$ cat src/rtl/mem_access_ctrl_if.sv
// rtl/mem_access_ctrl_if.sv - memory-side request/response bus between the MEM-stage controller and memory
interface mem_access_ctrl_if;
  logic        mem_req;
  logic        mem_we;
  logic [31:0] mem_addr;
  logic [31:0] mem_wdata;
  logic [3:0]  mem_be;
  logic        mem_ack;
  logic [31:0] mem_rdata;

  modport master (
    output mem_req, mem_we, mem_addr, mem_wdata, mem_be,
    input  mem_ack, mem_rdata
  );

  modport slave (
    input  mem_req, mem_we, mem_addr, mem_wdata, mem_be,
    output mem_ack, mem_rdata
  );
endinterface

$ cat src/rtl/mem_access_ctrl.sv
// rtl/mem_access_ctrl.sv - MEM-stage load/store sequencer with byte lanes, timeout and writeback register
module mem_access_ctrl (
  input  logic              clk,
  input  logic              rst_b,
  input  logic              is_nop_mem,
  input  logic              register_write_mem,
  input  logic [1:0]        register_src_mem,
  input  logic              we_memory_mem,
  input  logic              is_word_mem,
  input  logic [31:0]       ALU_result_mem,
  input  logic [31:0]       rt_data_mem,
  input  logic [4:0]        rd_num_mem,
  input  logic              halted_controller_mem,
  mem_access_ctrl_if.master mem,
  output logic              lock,
  output logic              wb_valid,
  output logic              wb_we,
  output logic [4:0]        wb_rd,
  output logic [31:0]       wb_data,
  output logic              halted_wb,
  output logic              mem_err
);

  typedef enum logic [1:0] {
    S_IDLE   = 2'd0,
    S_ACCESS = 2'd1,
    S_DONE   = 2'd2
  } state_t;

  state_t      state_q, state_d;

  logic        req_q, req_d;
  logic        we_q, we_d;
  logic [31:0] addr_q, addr_d;
  logic [31:0] wdata_q, wdata_d;
  logic [3:0]  be_q, be_d;
  logic [5:0]  wait_q, wait_d;
  logic [31:0] rdata_q, rdata_d;
  logic        st_q, st_d;
  logic        word_q, word_d;
  logic [1:0]  sel_q, sel_d;
  logic        rw_q, rw_d;
  logic [4:0]  rd_q, rd_d;
  logic        halt_q, halt_d;
  logic        tmo_q, tmo_d;
  logic        wb_valid_q, wb_valid_d;
  logic        wb_we_q, wb_we_d;
  logic [4:0]  wb_rd_q, wb_rd_d;
  logic [31:0] wb_data_q, wb_data_d;
  logic        halted_wb_q, halted_wb_d;
  logic        err_q, err_d;

  logic        op_ld, op_st, op_mem, aligned, start, misalign;
  logic        acked, timeout;
  logic [7:0]  ld_byte;
  logic [31:0] ld_word;

  // A slot that is both load and store is handled as a store: op_st drives mem_we.
  assign op_ld    = !is_nop_mem && (register_src_mem == 2'b01);
  assign op_st    = !is_nop_mem && we_memory_mem;
  assign op_mem   = op_ld || op_st;
  assign aligned  = !is_word_mem || (ALU_result_mem[1:0] == 2'b00);
  assign start    = op_mem && aligned;
  assign misalign = op_mem && !aligned;

  // An ack in the final wait cycle wins over the timeout.
  assign acked   = (state_q == S_ACCESS) && mem.mem_ack;
  assign timeout = (state_q == S_ACCESS) && !mem.mem_ack && (wait_q == 6'd63);

  always_ff @(posedge clk or negedge rst_b) begin
    if (!rst_b) begin
      state_q     <= S_IDLE;
      req_q       <= 1'b0;
      we_q        <= 1'b0;
      addr_q      <= 32'h0;
      wdata_q     <= 32'h0;
      be_q        <= 4'b0000;
      wait_q      <= 6'd0;
      rdata_q     <= 32'h0;
      st_q        <= 1'b0;
      word_q      <= 1'b0;
      sel_q       <= 2'b00;
      rw_q        <= 1'b0;
      rd_q        <= 5'd0;
      halt_q      <= 1'b0;
      tmo_q       <= 1'b0;
      wb_valid_q  <= 1'b0;
      wb_we_q     <= 1'b0;
      wb_rd_q     <= 5'd0;
      wb_data_q   <= 32'h0;
      halted_wb_q <= 1'b0;
      err_q       <= 1'b0;
    end else begin
      state_q     <= state_d;
      req_q       <= req_d;
      we_q        <= we_d;
      addr_q      <= addr_d;
      wdata_q     <= wdata_d;
      be_q        <= be_d;
      wait_q      <= wait_d;
      rdata_q     <= rdata_d;
      st_q        <= st_d;
      word_q      <= word_d;
      sel_q       <= sel_d;
      rw_q        <= rw_d;
      rd_q        <= rd_d;
      halt_q      <= halt_d;
      tmo_q       <= tmo_d;
      wb_valid_q  <= wb_valid_d;
      wb_we_q     <= wb_we_d;
      wb_rd_q     <= wb_rd_d;
      wb_data_q   <= wb_data_d;
      halted_wb_q <= halted_wb_d;
      err_q       <= err_d;
    end
  end

  always_comb begin
    state_d = state_q;
    case (state_q)
      S_IDLE:   if (start) state_d = S_ACCESS;
      S_ACCESS: if (acked || timeout) state_d = S_DONE;
      S_DONE:   state_d = S_IDLE;
      default:  state_d = S_IDLE;
    endcase
  end

  always_comb begin
    req_d       = req_q;
    we_d        = we_q;
    addr_d      = addr_q;
    wdata_d     = wdata_q;
    be_d        = be_q;
    wait_d      = wait_q;
    rdata_d     = rdata_q;
    st_d        = st_q;
    word_d      = word_q;
    sel_d       = sel_q;
    rw_d        = rw_q;
    rd_d        = rd_q;
    halt_d      = halt_q;
    tmo_d       = tmo_q;
    wb_valid_d  = 1'b0;
    wb_we_d     = 1'b0;
    wb_rd_d     = wb_rd_q;
    wb_data_d   = wb_data_q;
    halted_wb_d = 1'b0;
    err_d       = err_q;
    lock        = 1'b0;
    ld_byte     = rdata_q[{sel_q, 3'b000} +: 8];
    ld_word     = word_q ? rdata_q : {{24{ld_byte[7]}}, ld_byte};

    case (state_q)
      S_IDLE: begin
        if (start) begin
          // Slot fields are captured so the bus stays stable even if upstream changes.
          lock    = rst_b;
          req_d   = 1'b1;
          we_d    = op_st;
          addr_d  = {ALU_result_mem[31:2], 2'b00};
          wdata_d = !op_st      ? 32'h0 :
                    is_word_mem ? rt_data_mem : {4{rt_data_mem[7:0]}};
          be_d    = is_word_mem ? 4'b1111 : (4'b0001 << ALU_result_mem[1:0]);
          wait_d  = 6'd0;
          st_d    = op_st;
          word_d  = is_word_mem;
          sel_d   = ALU_result_mem[1:0];
          rw_d    = register_write_mem;
          rd_d    = rd_num_mem;
          halt_d  = halted_controller_mem;
          tmo_d   = 1'b0;
        end else begin
          wb_valid_d  = !is_nop_mem;
          wb_we_d     = register_write_mem && !is_nop_mem && !misalign;
          wb_rd_d     = rd_num_mem;
          wb_data_d   = ALU_result_mem;
          halted_wb_d = halted_controller_mem;
          if (misalign) err_d = 1'b1;
        end
      end
      S_ACCESS: begin
        lock = rst_b;
        if (acked) begin
          req_d   = 1'b0;
          rdata_d = mem.mem_rdata;
        end else if (timeout) begin
          req_d = 1'b0;
          err_d = 1'b1;
          tmo_d = 1'b1;
        end else begin
          wait_d = wait_q + 6'd1;
        end
      end
      S_DONE: begin
        wb_valid_d  = 1'b1;
        wb_we_d     = rw_q && !st_q && !tmo_q;
        wb_rd_d     = rd_q;
        wb_data_d   = (st_q || tmo_q) ? 32'h0 : ld_word;
        halted_wb_d = halt_q;
      end
      default: ;
    endcase
  end

  assign mem.mem_req   = req_q;
  assign mem.mem_we    = we_q;
  assign mem.mem_addr  = addr_q;
  assign mem.mem_wdata = wdata_q;
  assign mem.mem_be    = be_q;
  assign wb_valid      = wb_valid_q;
  assign wb_we         = wb_we_q;
  assign wb_rd         = wb_rd_q;
  assign wb_data       = wb_data_q;
  assign halted_wb     = halted_wb_q;
  assign mem_err       = err_q;

endmodule

$ cat src/flat_wrapper.sv
// flat-port wrapper written by rule: the top's interface ports become plain ports
module mem_access_ctrl_flat 
  (clk, rst_b, is_nop_mem, register_write_mem, register_src_mem, we_memory_mem, is_word_mem, ALU_result_mem, rt_data_mem, rd_num_mem, halted_controller_mem, lock, wb_valid, wb_we, wb_rd, wb_data, halted_wb, mem_err, mem_mem_req, mem_mem_we, mem_mem_addr, mem_mem_wdata, mem_mem_be, mem_mem_ack, mem_mem_rdata);
  mem_access_ctrl_if mem_i ();
  input  logic clk;
  input  logic rst_b;
  input  logic is_nop_mem;
  input  logic register_write_mem;
  input  logic [1:0] register_src_mem;
  input  logic we_memory_mem;
  input  logic is_word_mem;
  input  logic [31:0] ALU_result_mem;
  input  logic [31:0] rt_data_mem;
  input  logic [4:0] rd_num_mem;
  input  logic halted_controller_mem;
  output logic lock;
  output logic wb_valid;
  output logic wb_we;
  output logic [4:0] wb_rd;
  output logic [31:0] wb_data;
  output logic halted_wb;
  output logic mem_err;
  output wire logic [$bits(mem_i.mem_req)-1:0] mem_mem_req;
  output wire logic [$bits(mem_i.mem_we)-1:0] mem_mem_we;
  output wire logic [$bits(mem_i.mem_addr)-1:0] mem_mem_addr;
  output wire logic [$bits(mem_i.mem_wdata)-1:0] mem_mem_wdata;
  output wire logic [$bits(mem_i.mem_be)-1:0] mem_mem_be;
  input wire logic [$bits(mem_i.mem_ack)-1:0] mem_mem_ack;
  input wire logic [$bits(mem_i.mem_rdata)-1:0] mem_mem_rdata;
  assign mem_mem_req = mem_i.mem_req;
  assign mem_mem_we = mem_i.mem_we;
  assign mem_mem_addr = mem_i.mem_addr;
  assign mem_mem_wdata = mem_i.mem_wdata;
  assign mem_mem_be = mem_i.mem_be;
  assign mem_i.mem_ack = mem_mem_ack;
  assign mem_i.mem_rdata = mem_mem_rdata;
  mem_access_ctrl u_core (.clk(clk), .rst_b(rst_b), .is_nop_mem(is_nop_mem), .register_write_mem(register_write_mem), .register_src_mem(register_src_mem), .we_memory_mem(we_memory_mem), .is_word_mem(is_word_mem), .ALU_result_mem(ALU_result_mem), .rt_data_mem(rt_data_mem), .rd_num_mem(rd_num_mem), .halted_controller_mem(halted_controller_mem), .mem(mem_i), .lock(lock), .wb_valid(wb_valid), .wb_we(wb_we), .wb_rd(wb_rd), .wb_data(wb_data), .halted_wb(halted_wb), .mem_err(mem_err));
endmodule
$ cat config.mk
export PLATFORM = sky130hd
export DESIGN_NAME = mem_access_ctrl_flat
export DESIGN_NICKNAME = d
export VERILOG_FILES = /design/src/rtl/mem_access_ctrl_if.sv /design/src/rtl/mem_access_ctrl.sv /design/src/flat_wrapper.sv
export SDC_FILE = /design/constraint.sdc
export NUM_CORES = 1
export LEC_CHECK = 0
export ABC_AREA = 1
export CAP_MARGIN = 30
export CORE_ASPECT_RATIO = 1.5
export CORE_MARGIN = 4
export CORE_UTILIZATION = 63
export DETAILED_ROUTE_END_ITERATION = 10
export DONT_BUFFER_PORTS = 1
export HOLD_SLACK_MARGIN = 0.06
export PLACE_DENSITY = 0.81
export RECOVER_POWER = 100
export SLEW_MARGIN = 20
export SYNTH_ARGS = -nofsm -noshare
export SYNTH_HDL_FRONTEND = slang
export SYNTH_SLANG_ARGS = --single-unit
$ cat constraint.sdc
create_clock -name clk -period 2.05 [get_ports clk]
set_input_delay 0.615 -clock clk [delete_from_list [all_inputs] [get_ports clk]]
set_output_delay 0.615 -clock clk [all_outputs]
set_load 0.05 [all_outputs]
==> impl_metrics.env, run 1 <==
export IMPL_final_nets=961
export IMPL_fmax_ghz=0.512
export IMPL_grt_overflow=0
export IMPL_drtIter0Drc=369
export IMPL_synth_seq_cells=160
export IMPL_grt_pass1_vias=5995
export IMPL_gp_congestion=0.883
export IMPL_area_delta_synth_final_pct=9.97
export IMPL_rsz0062_at_grt="false"
export IMPL_status="finished, violations left"
export IMPL_die_area_um2=13400
export IMPL_peakVddDrop_mv=0.994
export IMPL_hold_path_class="in -> async"
export IMPL_setup_violations=0
export IMPL_clk_transition_reported_paths_ps=60
export IMPL_yosysUniqueCellTypes=34
export IMPL_leakage_nw=3.98
export IMPL_avgRoutedWirePerCell_um=18.8
export IMPL_die_y_um=140
export IMPL_yosysWarnings=0
export IMPL_pin_count=223
export IMPL_clock_skew_ps=9.11
export IMPL_worstSetupPathType="reg -> out"
export IMPL_dr_pass1_iters=5
export IMPL_tns_ps=0
export IMPL_crit_required_ps=1430
export IMPL_setup_slack_ps=98.1
export IMPL_slowest_stage="dfrtp_1"
export IMPL_ys_flop_type="dfrtp_1"
export IMPL_post_route_util=0.716
export IMPL_reg2reg_from="u_core.state_q[0]"
export IMPL_max_slew_margin=0.403
export IMPL_dpl_cell_area_um2=7380
export IMPL_cp_start_kind="flop"
export IMPL_antenna_found_initial=2
export IMPL_die_x_um=95.8
export IMPL_grt_pass1_wl_mm=30.0
export IMPL_yosysMostFrequentCell="nand2_1"
export IMPL_cp_arrival_ps=1340
export IMPL_cts_made_buffers=17
export IMPL_synthCells=860
export IMPL_synth_area_per_cell_um2=8.46
export IMPL_violations="hold timing"
export IMPL_path_buf_inv=2
export IMPL_critPathMaxFanout=4
export IMPL_synth_top_area_frac=0.550
export IMPL_final_area_um2=8010
export IMPL_coreArea_um2=11200
export IMPL_final_layout_size_suffix_gt1_frac=0.0893
export IMPL_synthTopCellsByArea="dfrtp_1 55%, nand2_1 17%, a21oi_1 4.8%"
export IMPL_path_cells="inv_2 > nand2_1 > nor2_4 > buf_4"
export IMPL_synth_edf_count=0
export IMPL_vias=5844
export IMPL_cts_max_level=4
export IMPL_final_cells=1011
export IMPL_finalHoldViolCount=160
export IMPL_clk_latency_ps=410
export IMPL_timing_hold_ws_ps=-105
export IMPL_hpwl_mm=14.0
export IMPL_synth_commonest_cells="330 x nand2_1, 160 x dfrtp_1, 70 x a21oi_1"
export IMPL_fin_crit_ps=1950
export IMPL_startpoint="u_core.state_q[1]"
export IMPL_dpl_worst_slack_ps=108
export IMPL_cts_sinks=160
export IMPL_postCtsSetupBuffers=0
export IMPL_path_delay_family="flip-flops"
export IMPL_timing_rr_end="u_core.rdata_q[20]"
export IMPL_port_buffers=0
export IMPL_r2r_cells=4
export IMPL_p_per_area_nw_per_um2=1520
export IMPL_synth_top_area_cell="dfrtp_1"
export IMPL_r2r_slack_ps=200
export IMPL_async_flop_share=1.00
export IMPL_cap_viol_max_count=0
export IMPL_drc_errors=0
export IMPL_rows=47
export IMPL_start_util=0.652
export IMPL_finalCritPeriodShare=0.952
export IMPL_synth_area_um2=7280
export IMPL_cts_resized=0
export IMPL_worst_slew_pin_slew_ps=893
export IMPL_ys_seq_area_frac=0.550
export IMPL_ant_nets=0
export IMPL_placed_cells=977
export IMPL_root_buffer="clkbuf_16"
export IMPL_grt_max_degree=162
export IMPL_clk_path_buf_depth=2
export IMPL_nFillCells=848
export IMPL_wl_mm=19.0
export IMPL_drv_slew=0
export IMPL_end_kind="output pin"
export IMPL_cts_tree="built"
export IMPL_gr_usage_all_layers=0.293
export IMPL_max_stage_delay_ps=430
export IMPL_via_per_inst=5.78
report_power, final:
group          leakage [nW]  switching, mW  total, mW  internal, mW
logic                  1.67           1.31       2.05         0.746
clock network         0.334           1.25       3.55          2.31
registers              1.97           2.60       6.60          4.00
metrics by stage:
step | hold slack (ps) | total power [mW]
6_report | -105 | 12.2
5_1_grt | -125 | 12.8
4_1_cts | -120 | 12.3
3_5_place_dp | 323 | 8.73
3_3_place_gp | 323 | 8.60
2_1_floorplan | 319 | 8.09
state kept, by name (all words and copies together) (netlist names):
register / cells
u_core.wb_valid: 1
u_core.mem.mem_be: 4
u_core.halted_wb: 1
u_core.tmo_q: 1
u_core.rw_q: 1
u_core.halt_q: 1
u_core.state_q: 2
u_core.mem.mem_we: 1
u_core.mem.mem_req: 1
u_core.mem.mem_addr: 30
u_core.rd_q: 5
u_core.mem_err: 1
u_core.wb_data: 32
u_core.rdata_q: 32
u_core.wb_rd: 5
u_core.wait_q: 6
u_core.wb_we: 1
u_core.mem.mem_wdata: 32
u_core.word_q: 1
u_core.sel_q: 2
worst max path at each step:
stage | endpoint | slack, ps | cells past startpoint
floorplan | lock | -20 | 8
global placement | lock | 170 | 8
detailed placement | u_core.wb_data[19] | 110 | 10
CTS | lock | 100 | 4
global route | lock | 30 | 4
finish | lock | 100 | 4
worst reg2reg max path, delay by kind of cell, from the launching register on:
kind	cells	cell delay, ps
and+or+nand+nor	2	690
muxes	1	550
DFF	1	400
buffers and inverters	1	90
layout make-up:
type                       count  area, um2  share of cell area
multi-input combinational    605       2830               0.353
sequential                   160       4000               0.500
inverter                      50        205              0.0256
antenna                        2       5.00            0.000625
tap                          147        184              0.0230
timing repair buffer          15        100              0.0125
clock inverter                11        199              0.0249
clock buffer                  21        480              0.0600
cells in the final DEF, fill, tap and decap left out, types with 9 or more instances in the layout:
cell type | synthesis | layout
nor2_1 | 60 | 59
dfrtp_1 | 160 | 160
nand2_1 | 330 | 332
a21oi_1 | 70 | 70
inv_1 | 42 | 40
buf_4 | 5 | 10
mux2_1 | 10 | 10
o21bai_1 | 25 | 25
nand3_1 | 14 | 13
mux2_2 | 9 | 9
o21ai_0 | 19 | 54
clkbuf_16 | 0 | 17
layer usage:
layer | track usage | part of all wire | vias to the layer above
li1 | - | - | 2710
met1 | 0.300 | 0.33 | 2796
met2 | 0.524 | 0.54 | 284
met3 | 0.0832 | 0.090 | 54
met4 | 0.151 | 0.042 | 0
met5 | 0 | 0 | -
logic make-up (layout without fill, tap and decap cells):
family	Yosys count	count (layout)	synth area share
buffers and inverters	96	97	0.0634
xor gates and xnor gates	3	3	0.00361
muxes	20	20	0.0308
DFF	160	160	0.550
other	1	4	0.000515
AOI/OAI and AO/OA	161	161	0.122
and+or+nand+nor	418	418	0.228
adders and majority gates	1	1	0.00172
(Power assumes the default switching activity.)
==> run 2, diff against run 1 <==
--- a/config.mk
+++ b/config.mk
@@ -10,11 +10,10 @@
 export CORE_ASPECT_RATIO = 1.5
 export CORE_MARGIN = 4
-export CORE_UTILIZATION = 63
+export CORE_UTILIZATION = 65
 export DETAILED_ROUTE_END_ITERATION = 10
 export DONT_BUFFER_PORTS = 1
 export HOLD_SLACK_MARGIN = 0.06
-export PLACE_DENSITY = 0.81
+export PLACE_DENSITY = 0.83
 export RECOVER_POWER = 100
-export SLEW_MARGIN = 20
 export SYNTH_ARGS = -nofsm -noshare
 export SYNTH_HDL_FRONTEND = slang
==> constraint.sdc (replaced) <==
create_clock -name clk -period 2.5 [get_ports clk]
set_input_delay 0 -clock clk [delete_from_list [all_inputs] [get_ports clk]]
set_output_delay 0 -clock clk [all_outputs]
set_load 0.05 [all_outputs]
==> impl_metrics.env, run 2 (synthesized netlist as in run 1, its figures left out) <==
export IMPL_finalCritPeriodShare=0.904
export IMPL_clk_transition_reported_paths_ps=70
export IMPL_postCtsSetupBuffers=0
export IMPL_fmax_ghz=0.443
export IMPL_clk_path_buf_depth=2
export IMPL_cts_sinks=160
export IMPL_tns_ps=0
export IMPL_cp_start_kind="flop"
export IMPL_via_per_inst=5.85
export IMPL_coreArea_um2=11000
export IMPL_start_util=0.662
export IMPL_worstSetupPathType="reg -> reg"
export IMPL_power_mw=9.97
export IMPL_timing_hold_ws_ps=-729
export IMPL_rsz0062_at_grt="false"
export IMPL_drc_errors=0
export IMPL_p_per_area_nw_per_um2=1110
export IMPL_multiInputGateArea_um2=2800
export IMPL_port_buffers=0
export IMPL_fin_crit_ps=2260
export IMPL_gp_congestion=0.897
export IMPL_cap_viol_max_count=0
export IMPL_gr_usage_all_layers=0.347
export IMPL_seqCellArea_um2=4000
export IMPL_grt_overflow=0
export IMPL_vias=6536
export IMPL_max_stage_delay_ps=570
export IMPL_slowest_stage="dlygate4sd3_1"
export IMPL_antenna_found_initial=2
export IMPL_die_x_um=94.4
export IMPL_status="finished, violations left"
export IMPL_hold_path_class="in -> async"
export IMPL_nFillCells=637
export IMPL_leakage_nw=4.38
export IMPL_dpl_worst_slack_ps=483
export IMPL_setup_violations=0
export IMPL_die_area_um2=13000
export IMPL_cts_hold_buffers_added=116
export IMPL_final_cells=1118
export IMPL_drtIter0Drc=564
export IMPL_final_nets=1069
export IMPL_cts_max_level=4
export IMPL_clk_latency_ps=420
export IMPL_path_cells="inv_1 > nand2_1 > nor2_4 > inv_2 > buf_12 > nand2_1 > o31ai_1 > dlygate4sd3_1"
export IMPL_avgRoutedWirePerCell_um=19.8
export IMPL_r2r_slack_ps=240
export IMPL_path_buf_inv=4
export IMPL_final_layout_size_suffix_gt1_frac=0.0630
export IMPL_ant_nets=0
export IMPL_final_common_cell="nand2_1"
export IMPL_finalHoldViolCount=160
export IMPL_root_buffer="clkbuf_16"
export IMPL_grt_pass1_wl_mm=34.2
export IMPL_end_kind="flop"
export IMPL_area_delta_synth_final_pct=23.7
export IMPL_crit_required_ps=2790
export IMPL_dpl_cell_area_um2=7260
export IMPL_drv_slew=0
export IMPL_path_delay_family="buffers and inverters"
export IMPL_hpwl_mm=13.8
export IMPL_max_slew_margin=0.395
export IMPL_grt_max_degree=162
export IMPL_wl_mm=22.2
export IMPL_dr_pass1_iters=5
export IMPL_worst_slew_pin_slew_ps=904
export IMPL_cpMostUsedCell="nand2_1"
export IMPL_cp_arrival_ps=2550
export IMPL_pin_count=223
export IMPL_grt_pass1_vias=6712
export IMPL_critPathMaxFanout=65
export IMPL_final_area_um2=9000
export IMPL_cts_made_buffers=17
export IMPL_violations="hold timing"
export IMPL_rows=47
export IMPL_clock_skew_ps=9.00
export IMPL_setup_slack_ps=240
export IMPL_peakVddDrop_mv=0.691
export IMPL_cts_tree="built"
export IMPL_layout_common_cells="332 x nand2_1, 160 x dfrtp_1, 115 x dlygate4sd3_1, 70 x a21oi_1, 61 x nor2_1"
export IMPL_die_y_um=138
export IMPL_placed_cells=969
-- run 2: cell types whose count changed in the layout (fill, tap and decap cells not counted), sizes merged --
| cell | previous run | this run |
|---|---|---|
| dlygate4sd3 | 0 | 115 |
| clkbuf | 26 | 20 |
| bufinv | 5 | 2 |
| buf | 10 | 6 |
| clkinv | 6 | 4 |
| inv | 50 | 54 |
| clkinvlp | 0 | 3 |
-- run 2: worst reg2reg max path, cell delays in order (launching register included) --
cell and delay, ps:
dfrtp_1 390, inv_1 160, nand2_1 170, nor2_4 200, inv_2 200, buf_12 260, nand2_1 110, o31ai_1 70
dlygate4sd3_1 570
-- run 2: final cells by class --
class                   count  area share
flip-flops and latches    160       0.445
multi-input cells         605       0.311
repair buffers            123       0.137
clock buffers              18      0.0488
inverters                  50      0.0213
well taps                 147      0.0204
clock inverters            13      0.0170
diodes                      2    0.000556
-- run 2: metrics by stage --
| step | util | hold WS, ps |
|---|---|---|
| 2_1_floorplan | - | -296 |
| 3_3_place_gp | 0.660 | -292 |
| 3_5_place_dp | 0.660 | -292 |
| 4_1_cts | 0.820 | -733 |
| 5_1_grt | 0.819 | -747 |
| 6_report | 0.819 | -729 |
-- run 2: final timing paths --
check,startpoint,endpoint,cells past startpoint
setup reg to reg,u_core.state_q[1],u_core.mem.mem_be[0],8
hold / removal,rst_b,u_core.mem.mem_addr[27],0
min in group clk,register_src_mem[0],u_core.mem_err,6
setup / recovery,u_core.state_q[1],u_core.mem.mem_be[0],8
hold reg to reg,u_core.rw_q,u_core.rw_q,2
max in group asynchronous,rst_b,u_core.rdata_q[16],0
-- run 2: repair_timing --
action,in CTS,in global routing
setup endpoints to repair,0,1
resized for setup,0,1
hold endpoints to repair,314,160
-- run 2: power breakdown --
| part | internal (mW) | switching (mW) | leakage [nW] | total (mW) |
|---|---|---|---|---|
| registers | 3.28 | 2.16 | 1.97 | 5.44 |
| clock network | 1.52 | 1.11 | 0.286 | 2.63 |
| logic | 0.725 | 1.18 | 2.12 | 1.90 |
-- run 2: per-layer routing --
metal,GRT usage,part of all wire,up-vias
li1,-,-,2928
met1,0.368,0.32,3109
met2,0.617,0.53,421
met3,0.0989,0.098,78
met4,0.183,0.046,0
met5,0,0,-
==> run 3, diff against run 2 <==
- GPL_TIMING_DRIVEN: not set -> 0
==> impl_metrics.env, run 3 (synthesized netlist as in run 1, its figures left out) <==
export IMPL_coreArea_um2=11000
export IMPL_postCtsSetupBuffers=0
export IMPL_clk_path_buf_depth=2
export IMPL_drtIter0Drc=647
export IMPL_root_buffer="clkbuf_16"
export IMPL_end_kind="output pin"
export IMPL_pin_count=223
export IMPL_die_y_um=138
export IMPL_hold_path_class="in -> async"
export IMPL_cts_sinks=160
export IMPL_die_x_um=94.4
export IMPL_rsz0062_at_grt="false"
export IMPL_drv_slew=0
export IMPL_fmax_ghz=0.438
export IMPL_grt_pass1_vias=7412
export IMPL_crit_required_ps=2500
export IMPL_die_area_um2=13000
export IMPL_grt_max_degree=162
export IMPL_dpl_worst_slack_ps=703
export IMPL_power_mw=10.2
export IMPL_clk_transition_reported_paths_ps=70
export IMPL_violations="hold timing"
export IMPL_dr_pass1_iters=6
export IMPL_max_slew_margin=0.360
export IMPL_cts_hold_buffers_added=117
export IMPL_wl_mm=24.1
export IMPL_leakage_nw=4.47
export IMPL_cts_resized=0
export IMPL_tns_ps=0
export IMPL_port_buffers=0
export IMPL_antenna_found_initial=1
export IMPL_peakVddDrop_mv=0.658
export IMPL_dpl_cell_area_um2=7470
export IMPL_clk_latency_ps=420
export IMPL_final_layout_size_suffix_gt1_frac=0.0733
export IMPL_critPathMaxFanout=10
export IMPL_setup_slack_ps=216
export IMPL_layout_common_cells="333 x nand2_1, 160 x dfrtp_1, 117 x dlygate4sd3_1, 70 x a21oi_1, 61 x nor2_1"
export IMPL_gp_congestion=0.916
export IMPL_hpwl_mm=15.3
export IMPL_start_util=0.662
export IMPL_vias=6863
export IMPL_cp_arrival_ps=2280
export IMPL_setup_violations=0
export IMPL_grt_pass1_wl_mm=37.0
export IMPL_cap_viol_max_count=0
export IMPL_final_nets=1109
export IMPL_cts_tree="built"
export IMPL_avgRoutedWirePerCell_um=20.8
export IMPL_via_per_inst=5.93
export IMPL_status="finished, violations left"
export IMPL_finalHoldViolCount=160
export IMPL_cp_start_kind="input pin"
export IMPL_cts_made_buffers=17
export IMPL_worst_slew_pin_slew_ps=956
export IMPL_ant_nets=0
export IMPL_r2r_slack_ps=310
export IMPL_nFillCells=625
export IMPL_p_per_area_nw_per_um2=1110
export IMPL_final_common_cell="nand2_1"
export IMPL_final_area_um2=9200
export IMPL_clock_skew_ps=8.93
export IMPL_cts_max_level=4
export IMPL_fin_crit_ps=2280
export IMPL_grt_overflow=0
export IMPL_drc_errors=0
export IMPL_timing_hold_ws_ps=-733
export IMPL_gr_usage_all_layers=0.380
export IMPL_worstSetupPathType="in -> out"
export IMPL_finalCritPeriodShare=0.914
export IMPL_rows=47
export IMPL_area_delta_synth_final_pct=26.4
-- run 3: cell count changes in the layout (fill, tap and decap cells not counted), moves of 2 or more --
cell,change
o21ai_0,-5
buf_4,-2
buf_6,+7
buf_2,+12
clkbuf_1,+22
nand2_2,-2
buf_12,-2
o21ai_1,+5
dlygate4sd3_1,+2
-- run 3: final cells by class --
class,count,area (um2),area share
antenna,1,2.50,0.000272
buffer,46,249,0.0271
clock buffer,19,453,0.0492
clock inverter,13,150,0.0163
inverter,50,188,0.0204
multi-input combinational,605,2800,0.304
sequential,160,4000,0.435
tap,147,184,0.0200
timing repair buffer,117,1170,0.127
-- run 3: power by group --
group | switching [mW] | internal, mW | leakage (nW) | total, mW
logic | 1.28 | 0.836 | 2.21 | 2.11
registers | 2.17 | 3.28 | 1.97 | 5.44
clock network | 1.10 | 1.54 | 0.285 | 2.64
-- run 3: worst paths after layout --
path	depth (start not counted)	from	to
setup / recovery	9	is_nop_mem	lock
hold / removal	0	rst_b	u_core.mem.mem_addr[24]
setup reg to reg	9	u_core.state_q[0]	u_core.mem.mem_be[0]
hold reg to reg	2	u_core.rw_q	u_core.rw_q
max in group asynchronous	0	rst_b	u_core.rd_q[1]
min in group clk	5	register_src_mem[0]	u_core.halted_wb
-- run 3: per-layer routing --
layer  GRT usage  wire length [um]
met1       0.375              7580
met2       0.685             12700
met3       0.107              2360
met4       0.245              1490
met5           0                 0
-- run 3: metrics by stage --
stage,cells,hold slack (ps),util
after floorplan,861,-296,-
after global placement,1008,-292,0.679
after detailed placement,1008,-292,0.679
after CTS,1157,-739,0.840
after global routing,1158,-747,0.837
final,1158,-733,0.837
-- run 3: worst max-delay path, cell delays in order --
cell	delay, ps
dlygate4sd3_1	620
inv_2	110
nand3_1	100
nand2_2	120
nand2_4	90
nand2_4	150
clkbuf_2	300
inv_1	70
nor2_1	730
